==> src/rtl/approx_adder_pkg.sv <==
// Shared types and helpers for the pipelined approximate ripple-carry adder.
// Holds the mode encoding, the k clamp and the single-bit adder cell.
package approx_adder_pkg;

    typedef enum logic [1:0] {
        MODE_EXACT = 2'd0,
        MODE_CONST = 2'd1,
        MODE_LOA   = 2'd2,
        MODE_TRUNC = 2'd3
    } mode_e;

    // Effective number of approximate LSBs; exact mode never approximates.
    function automatic int clamp_k(input mode_e mode, input int k, input int max_k);
        int r;
        if (mode == MODE_EXACT) begin
            r = 0;
        end else if (k > max_k) begin
            r = max_k;
        end else begin
            r = k;
        end
        return r;
    endfunction

    // Returns {cout, s}. Approximate cells ignore the incoming carry; only the
    // top approximate bit of LOA may launch a carry into the exact part.
    function automatic logic [1:0] approx_cell(
        input logic  a,
        input logic  b,
        input logic  cin,
        input mode_e mode,
        input logic  is_approx,
        input logic  is_msb_approx
    );
        logic [1:0] r;
        r = {(a & b) | (a & cin) | (b & cin), a ^ b ^ cin};
        if (is_approx) begin
            case (mode)
                MODE_CONST: r = 2'b01;
                MODE_LOA:   r = {is_msb_approx & a & b, a | b};
                MODE_TRUNC: r = 2'b00;
                default:    r = {(a & b) | (a & cin) | (b & cin), a ^ b ^ cin};
            endcase
        end
        return r;
    endfunction

endpackage

==> src/rtl/approx_rc_segment.sv <==
// Combinational carry-chain segment of SEG_W bits starting at bit 'offset'
// of the full word; bits below k use the selected approximate cell.
module approx_rc_segment
    import approx_adder_pkg::*;
#(
    parameter int SEG_W = 8,
    parameter int KW    = 4,
    parameter int OFF_W = 5
) (
    input  logic [SEG_W-1:0] a,
    input  logic [SEG_W-1:0] b,
    input  logic             cin,
    input  mode_e            mode,
    input  logic [KW-1:0]    k,
    input  logic [OFF_W-1:0] offset,
    output logic [SEG_W-1:0] sum,
    output logic             cout
);

    always_comb begin
        logic       c;
        logic [1:0] r;
        int         idx;
        c   = cin;
        r   = '0;
        idx = 0;
        sum = '0;
        for (int i = 0; i < SEG_W; i++) begin
            idx    = int'(offset) + i;
            r      = approx_cell(a[i], b[i], c, mode, idx < int'(k), (idx + 1) == int'(k));
            sum[i] = r[0];
            c      = r[1];
        end
        cout = c;
    end

endmodule

==> src/rtl/approx_rc_adder_pipe.sv <==
// Pipelined approximate ripple-carry adder: one carry segment per stage,
// valid/ready handshake with per-transaction mode and approximation depth.
module approx_rc_adder_pipe
    import approx_adder_pkg::*;
#(
    parameter int WIDTH      = 16,
    parameter int STAGES     = 2,
    parameter int MAX_APPROX = 9,
    parameter int KW         = (MAX_APPROX > 0) ? $clog2(MAX_APPROX + 1) : 1
) (
    input  logic             clk,
    input  logic             rst_n,
    input  logic             in_valid,
    output logic             in_ready,
    input  logic [WIDTH-1:0] in_a,
    input  logic [WIDTH-1:0] in_b,
    input  logic [1:0]       in_mode,
    input  logic [KW-1:0]    in_k,
    output logic             out_valid,
    input  logic             out_ready,
    output logic [WIDTH:0]   out_sum
);

    localparam int C     = WIDTH / STAGES;
    localparam int OFF_W = $clog2(WIDTH) + 1;
    localparam int LAST  = STAGES - 1;

    logic [STAGES-1:0] vld_p;
    logic [STAGES-1:0] ld;

    // A stage may load when it, or any stage after it, is empty, or the output drains.
    always_comb begin
        ld = '0;
        for (int s = 0; s < STAGES; s++) begin
            ld[s] = out_ready;
            for (int j = s; j < STAGES; j++) begin
                if (!vld_p[j]) begin
                    ld[s] = 1'b1;
                end
            end
        end
    end

    always_ff @(posedge clk or negedge rst_n) begin
        if (!rst_n) begin
            vld_p <= '0;
        end else begin
            for (int s = 0; s < STAGES; s++) begin
                if (ld[s]) begin
                    vld_p[s] <= (s == 0) ? in_valid : vld_p[(s == 0) ? 0 : s - 1];
                end
            end
        end
    end

    for (genvar s = 0; s < STAGES; s++) begin : stg
        localparam int REM = WIDTH - s * C;

        logic [REM-1:0]   a_in;
        logic [REM-1:0]   b_in;
        logic [WIDTH-1:0] sum_in;
        logic             cy_in;
        mode_e            mode_in;
        logic [KW-1:0]    k_in;
        logic [C-1:0]     seg_s;
        logic             seg_c;
        logic [WIDTH-1:0] sum_q;
        logic             cy_q;

        // Stage boundary: stage 0 takes the input port, later stages the previous register.
        if (s == 0) begin : g_src
            assign a_in    = in_a;
            assign b_in    = in_b;
            assign sum_in  = '0;
            assign cy_in   = 1'b0;
            assign mode_in = mode_e'(in_mode);
            assign k_in    = KW'(clamp_k(mode_e'(in_mode), int'(in_k), MAX_APPROX));
        end else begin : g_src
            assign a_in    = stg[s-1].g_ops.a_q;
            assign b_in    = stg[s-1].g_ops.b_q;
            assign sum_in  = stg[s-1].sum_q;
            assign cy_in   = stg[s-1].cy_q;
            assign mode_in = stg[s-1].g_ops.mode_q;
            assign k_in    = stg[s-1].g_ops.k_q;
        end

        approx_rc_segment #(
            .SEG_W (C),
            .KW    (KW),
            .OFF_W (OFF_W)
        ) u_seg (
            .a      (a_in[C-1:0]),
            .b      (b_in[C-1:0]),
            .cin    (cy_in),
            .mode   (mode_in),
            .k      (k_in),
            .offset (OFF_W'(s * C)),
            .sum    (seg_s),
            .cout   (seg_c)
        );

        always_ff @(posedge clk) begin
            if (ld[s]) begin
                sum_q <= sum_in | (WIDTH'(seg_s) << (s * C));
                cy_q  <= seg_c;
            end
        end

        // Only stages with a successor carry the unconsumed operand bits and config.
        if (s < LAST) begin : g_ops
            logic [REM-C-1:0] a_q;
            logic [REM-C-1:0] b_q;
            mode_e            mode_q;
            logic [KW-1:0]    k_q;

            always_ff @(posedge clk) begin
                if (ld[s]) begin
                    a_q    <= a_in[REM-1:C];
                    b_q    <= b_in[REM-1:C];
                    mode_q <= mode_in;
                    k_q    <= k_in;
                end
            end
        end
    end

    assign in_ready  = ld[0];
    assign out_valid = vld_p[LAST];
    assign out_sum   = vld_p[LAST] ? {stg[LAST].cy_q, stg[LAST].sum_q} : '0;

endmodule

==> config.mk <==
export PLATFORM = sky130hd
export DESIGN_NAME = approx_rc_adder_pipe
export DESIGN_NICKNAME = d
export VERILOG_FILES = /design/src/rtl/approx_adder_pkg.sv /design/src/rtl/approx_rc_segment.sv /design/src/rtl/approx_rc_adder_pipe.sv
export SDC_FILE = /design/constraint.sdc
export NUM_CORES = 1
export LEC_CHECK = 0
export CORE_MARGIN = 1
export CORE_UTILIZATION = 59
export DETAILED_ROUTE_END_ITERATION = 16
export HOLD_SLACK_MARGIN = 0.03
export PLACE_DENSITY = 0.89
export SLEW_MARGIN = 15
export SYNTH_ARGS = -nofsm -noshare
export SYNTH_HDL_FRONTEND = slang
export SYNTH_HIERARCHICAL = 1
export SYNTH_SLANG_ARGS = --single-unit
==> constraint.sdc <==
create_clock -name clk -period 7.85 [get_ports clk]
set_input_delay 0.785 -clock clk [delete_from_list [all_inputs] [get_ports clk]]
set_output_delay 0.785 -clock clk [all_outputs]
set_load 0.05 [all_outputs]
# Word-level counts from Yosys, hierarchy flattened
# Index checks and enable logic that the tools add are counted.
# totals
ff_bits	50
wordCells	241
in_bits	42
# op_classes
n_reduce_logical	1
mux	38
bitwise_logic	154
magnitude_cmp	17
n_eq_ne	21
# op_table
operator	count
2-bit case mux with 3 select lines	16
1-bit AND	76
1-bit bitwise OR	46
4-bit == test, first input constant	8
4-bit < comparator, first input constant	8
2-bit two-way mux	16
1-bit XOR	31
17-bit two-way mux	1
3-bit by 4-bit == test with 1-bit output, first input constant	4
3-bit by 4-bit < comparator with 1-bit output, first input constant	4
8-bit by 16-bit bitwise OR with 16-bit output	1
2-bit == test, second input constant	4
2-bit by 4-bit == test with 1-bit output, first input constant	2
1-bit by 4-bit < comparator with 1-bit output, first input constant	2
2-bit by 4-bit < comparator with 1-bit output, first input constant	2
4-bit two-way mux	2
1-bit by 4-bit == test with 1-bit output, first input constant	1
2-bit by 1-bit == test with 1-bit output, second input constant	2
4-bit greater-than comparator, second input constant	1
1-bit two-way mux	3
2-bit zero test	1

# Longest topological paths before layout
# logic_depth
word_depth	43
ltp_mapped	27

# Hierarchy
# Netlist, hierarchy kept.
# by_module_without_submodules
mod	n_inst	area_each_um2	cells_per_inst
approx_rc_segment at stg[0].u_seg	1	2172.1	289
approx_rc_segment at stg[1].u_seg	1	2123.3	295
approx_rc_adder_pipe	1	1705.4	82

# Worst setup path after synthesis
# OpenSTA, ideal clock, no wires.
# synth_path
kind	input to register
start	in in_mode[1]
end	reg stg[0].sum_q[7], data pin
setup_ns	0.167
t_arrival_ns	6.385
cell_stages	26
slack_ns	1.298
required_time_ns	7.683
cell_sequence	nor2_1 -> nor3b_1 -> inv_1 -> ha_1 -> o21bai_1 -> a211o_1 -> nor2_1 -> o22ai_1 -> fa_1 -> o21ai_0 -> o31ai_1 -> fa_1 -> o2bb2ai_1 -> fa_1 -> o31ai_1 -> o41ai_2 -> fa_1 -> o21ai_0 -> o31ai_1 -> fa_1 -> a32o_1 -> fa_1 -> a2bb2oi_1 -> fa_1 -> nor3b_1 -> a211oi_1
# synth_between
elab_chain_cells	40
word_cells_on_any_way	75
classes_between	8 x order compare; 10 x eq/ne; 17 x mux; 39 x bitwise; 1 x reduce/logical
# synth_lines
item	line	rtl
start, declared	approx_rc_adder_pipe.sv:17	input logic [1:0] in_mode,
2-bit zero test *	approx_adder_pkg.sv:15	if (mode == MODE_EXACT) begin
4-bit two-way mux *	approx_adder_pkg.sv:15	
net stg[0].k_in[2]	approx_rc_adder_pipe.sv:64	logic [KW-1:0] k_in;
2-bit by 4-bit == test with 1-bit output	approx_rc_segment.sv:30	r = approx_cell(a[i], b[i], c, mode, idx < int'(k), (idx + 1) == int'(k));
1-bit AND (2 in a row)	approx_adder_pkg.sv:40	MODE_LOA: r = {is_msb_approx & a & b, a | b};
2-bit case mux with 3 select lines	approx_adder_pkg.sv:38	case (mode)
2-bit two-way mux	approx_adder_pkg.sv:37	if (is_approx) begin
1-bit AND	approx_adder_pkg.sv:36, approx_adder_pkg.sv:42	
(+24 left out)	-	
1-bit AND	approx_adder_pkg.sv:36, approx_adder_pkg.sv:42	
1-bit bitwise OR (2 in a row)	approx_adder_pkg.sv:36, approx_adder_pkg.sv:42	
2-bit case mux with 3 select lines	approx_adder_pkg.sv:38	
2-bit two-way mux	approx_adder_pkg.sv:37	
1-bit XOR	approx_adder_pkg.sv:36, approx_adder_pkg.sv:42	
2-bit case mux with 3 select lines	approx_adder_pkg.sv:38	
2-bit two-way mux *	approx_adder_pkg.sv:37	
net stg[0].seg_s[7]	approx_rc_adder_pipe.sv:65	logic [C-1:0] seg_s;
end signal, assigned	approx_rc_adder_pipe.sv:104	sum_q <= sum_in | (WIDTH'(seg_s) << (s * C));
end, declared	approx_rc_adder_pipe.sv:67	logic [WIDTH-1:0] sum_q;
# Mark *: on every way through the listed nets, which the timed path passes. The rest lies on a longest branch.
# A chain may end at the register's enable or synchronous reset.

# Worst setup path in the final report
# layout_path
start	in in_mode[0]
end	reg stg[0].sum_q[7], data pin
# The elaborated chain is that of the path after synthesis.

==> results.json <==
{
  "synth_cell_types": 79,
  "rsz0062_at_grt": "no",
  "skew_ns": 0.00602,
  "rows": 36,
  "antenna_cells": 0,
  "clock_latency_ns": 0.31,
  "clk_path_buf_depth": 2,
  "drt_iter0_drc": 253,
  "cts_tree": "built",
  "power_density_mw_per_mm2": 156,
  "hold_path_end": "stg[1].sum_q[3]",
  "clock_sinks": 50,
  "die_h_um": 103,
  "fmax_mhz": 136,
  "final_layout_size_suffix_gt1_share_pct": 6.10,
  "syn-cell-area_sq_mm": 0.00600,
  "hold_depth": 0,
  "critPathKind": "input pin to flip-flop",
  "cp-start-kind": "input pin",
  "cap_violations": 0,
  "cts_buffers": 5,
  "setup_viol": 0,
  "worst_pin_slew_ns": 1.23,
  "reg2reg_from": "stg[0].g_ops.k_q[1]",
  "worst_r2r_path_depth": 25,
  "hpwlAfterDp_mm": 13.5,
  "drv_slew": 0,
  "synth_ff_type": "edfxtp_1",
  "hp-class": "flip-flop to flip-flop",
  "fill_cells": 785,
  "end_kind": "flip-flop",
  "whs_ns": 0.427,
  "cp_max_fo": 6,
  "wl_mm": 17.0,
  "period_needed_ns": 7.36,
  "worstHoldStart": "stg[0].sum_q[3]",
  "path_clk_slew_ns": 0.10,
  "place_inst": 895,
  "track_usage_pct": 33.3,
  "vias": 5269,
  "yosys_warnings": 6,
  "final.period_utilization_pct": 93.7,
  "syn_area_per_cell_sq_um": 9.01,
  "cts_hold_buffers": 0,
  "grt_pass1_vias": 5191,
  "yosysSeqAreaShare_pct": 24.9,
  "coreArea_sq_mm": 0.00982,
  "start_util_pct": 61.1,
  "p_leak_nw": 2.94,
  "fin_setup_tns_ns": 0,
  "dr.pass1.iters": 4,
  "wl_per_cell_um": 18.8,
  "cts_resized": 0,
  "worst_ep_required_time_ns": 7.97,
  "viasPerCell": 5.83,
  "grt_pass1_wl_mm": 26.6,
  "syn_inst": 666,
  "async_flop_share_pct": 4.00,
  "overflow": 0,
  "ios": 61,
  "ys_seq_elements": 50,
  "cts-htree-levels": 2,
  "timing.rr.end": "stg[1].sum_q[15]",
  "r2r_slack_ns": 1.01,
  "status": "finished clean",
  "critPathArrivalTime_ns": 7.48,
  "route.detailed.drc": 0,
  "instances_no_fill": 903,
  "antenna_found_initial": 0,
  "die_w_um": 103,
  "grt_max_degree": 33,
  "syn2layout_area_growth_pct": 17.1,
  "peakVddDrop_uv": 108,
  "gp_congestion": 0.963,
  "slew_headroom_pct": 15.6,
  "hold_viol": 0,
  "cts_setup_buffers": 0,
  "synth_edf_count": 48,
  "clk_root_buffer_cell": "clkbuf_8",
  "final_core_util_pct": 71.5,
  "multi_input_area_sq_mm": 0.00434,
  "postRouteAntennaNets": 0,
  "nNetsFinal": 913,
  "die_area_sq_mm": 0.0106,
  "regArea_sq_mm": 0.00149,
  "io_buffers": 60
}
power by group:
group | internal [W] | switching [W]
registers | 0.000349 | 0.0000230
logic | 0.000214 | 0.000324
clock network | 0.0000959 | 0.0000921
critical path: stages:
cell	delay [ns]
clkdlybuf4s50_1	0.48
nor2_1	0.08
nor3b_1	0.44
inv_1	0.25
ha_1	0.35
o21ba_2	0.16
o21bai_1	0.07
a211o_1	0.36
nor2_1	0.12
o22ai_1	0.10
fa_1	0.36
o21ai_0	0.08
o31ai_1	0.11
fa_1	0.37
o2bb2ai_1	0.16
fa_1	0.39
o31ai_1	0.09
o41ai_2	0.13
fa_1	0.38
o21ai_0	0.09
o31ai_1	0.12
fa_1	0.36
a32o_1	0.24
fa_1	0.37
a2bb2oi_1	0.19
fa_1	0.46
nor3b_1	0.16
a211oi_1	0.22
flip-flops by register name (all words and copies together), names as in the netlist:
signal,count
stg.g_ops.a_q,8
stg.g_ops.mode_q,2
stg.g_ops.b_q,8
vld_p,2
stg.sum_q,24
stg.g_ops.k_q,4
stg.cy_q,2
cells in the final DEF (no fill, tap or decap), types with 3 or more instances in the layout:
cell,count
ha_1,86
inv_1,64
clkdlybuf4s50_1,60
conb_1,58
nand2_1,50
edfxtp_1,48
o21ai_0,43
xnor2_1,37
a21oi_1,31
nor2_1,28
and2_2,17
fa_1,16
nor2b_1,13
nand2b_1,12
nand3_1,12
nor3_1,12
xor2_1,12
o21a_1,10
buf_4,9
a211o_1,8
nor3b_1,7
a31oi_1,7
o22a_1,6
a32o_1,6
o31ai_1,6
nor4_1,6
a211oi_1,6
a21o_1,5
clkbuf_8,5
nand4_1,5
o21bai_1,4
o211ai_1,4
or3_1,4
o2111ai_1,4
and3_1,3
and2_1,3
a2bb2oi_1,3
mux2i_1,3
o221ai_1,3
how the worst max path moves through the flow:
stage,slack (ns),depth (start not counted),startpoint,to
after floorplan,1.30,26,in_mode[1],stg[0].sum_q[7]
after global placement,0.58,28,in_mode[1],stg[0].sum_q[7]
after detailed placement,0.23,28,in_mode[1],stg[0].sum_q[7]
after CTS,0.55,28,in_mode[1],stg[0].sum_q[7]
after global routing,0.11,28,in_mode[0],stg[0].sum_q[7]
final,0.49,28,in_mode[0],stg[0].sum_q[7]
cell usage after synthesis (all sizes together) (7+ instances only):
master  count  share of area [%]
and2       20                2.4
o21ai      45                3.8
nand2b     12                1.3
a211o       8                1.2
xnor2      39                5.9
fa         16                5.3
nor3b       7               0.88
nor2       28                1.8
xor2       12                1.8
a21oi      31                2.6
nor2b      14                1.6
buf        15                1.3
nand3      12                1.0
nand2      50                3.1
nor3       12                1.0
ha         86                 18
edfxtp     48                 24
a31oi       7               0.73
clkbuf     14               0.90
o21a       10                1.3
inv        66                4.1
cell families (layout without fill, tap and decap cells):
group / after synthesis / in the layout / synth area share (%)
AO/OA/AOI/OAI: 173 / 173 / 19.8
other: 2 / 58 / 0.125
multiplexers: 5 / 5 / 0.876
buffers and inverters: 96 / 144 / 6.38
XOR/XNOR: 52 / 52 / 8.07
AND/OR/NAND/NOR: 186 / 186 / 16.7
adder cells (fa/ha/maj): 102 / 102 / 23.3
flip-flops: 50 / 50 / 24.9
final cells by class:
cell class                      instances  share of cell area, %
Inverter                               67                   3.58
Tap cell                              133                   2.37
Sequential cell                        50                   21.2
Clock buffer                            6                   1.03
Multi-Input combinational cell        576                   61.7
Timing Repair Buffer                   69                   9.51
Clock inverter                          2                  0.552
stage by stage:
stage                     total power [W]  area [sq um]  worst slack, ns
after global routing              0.00116          7030            0.106
after detailed placement         0.000877          6910            0.234
final                             0.00110          7030            0.493
after floorplan                  0.000735          6210             1.30
after CTS                         0.00106          7030            0.553
after global placement           0.000858          6910            0.581
layer usage:
metal | up-vias | track usage (%) | wire (um)
met4 | 0 | 16.9 | 879
met5 | - | 0 | 0
met2 | 241 | 60.6 | 8430
met3 | 63 | 4.41 | 1060
met1 | 2448 | 38.2 | 6590
li1 | 2517 | - | -
Power figures use the tool's default switching activity.
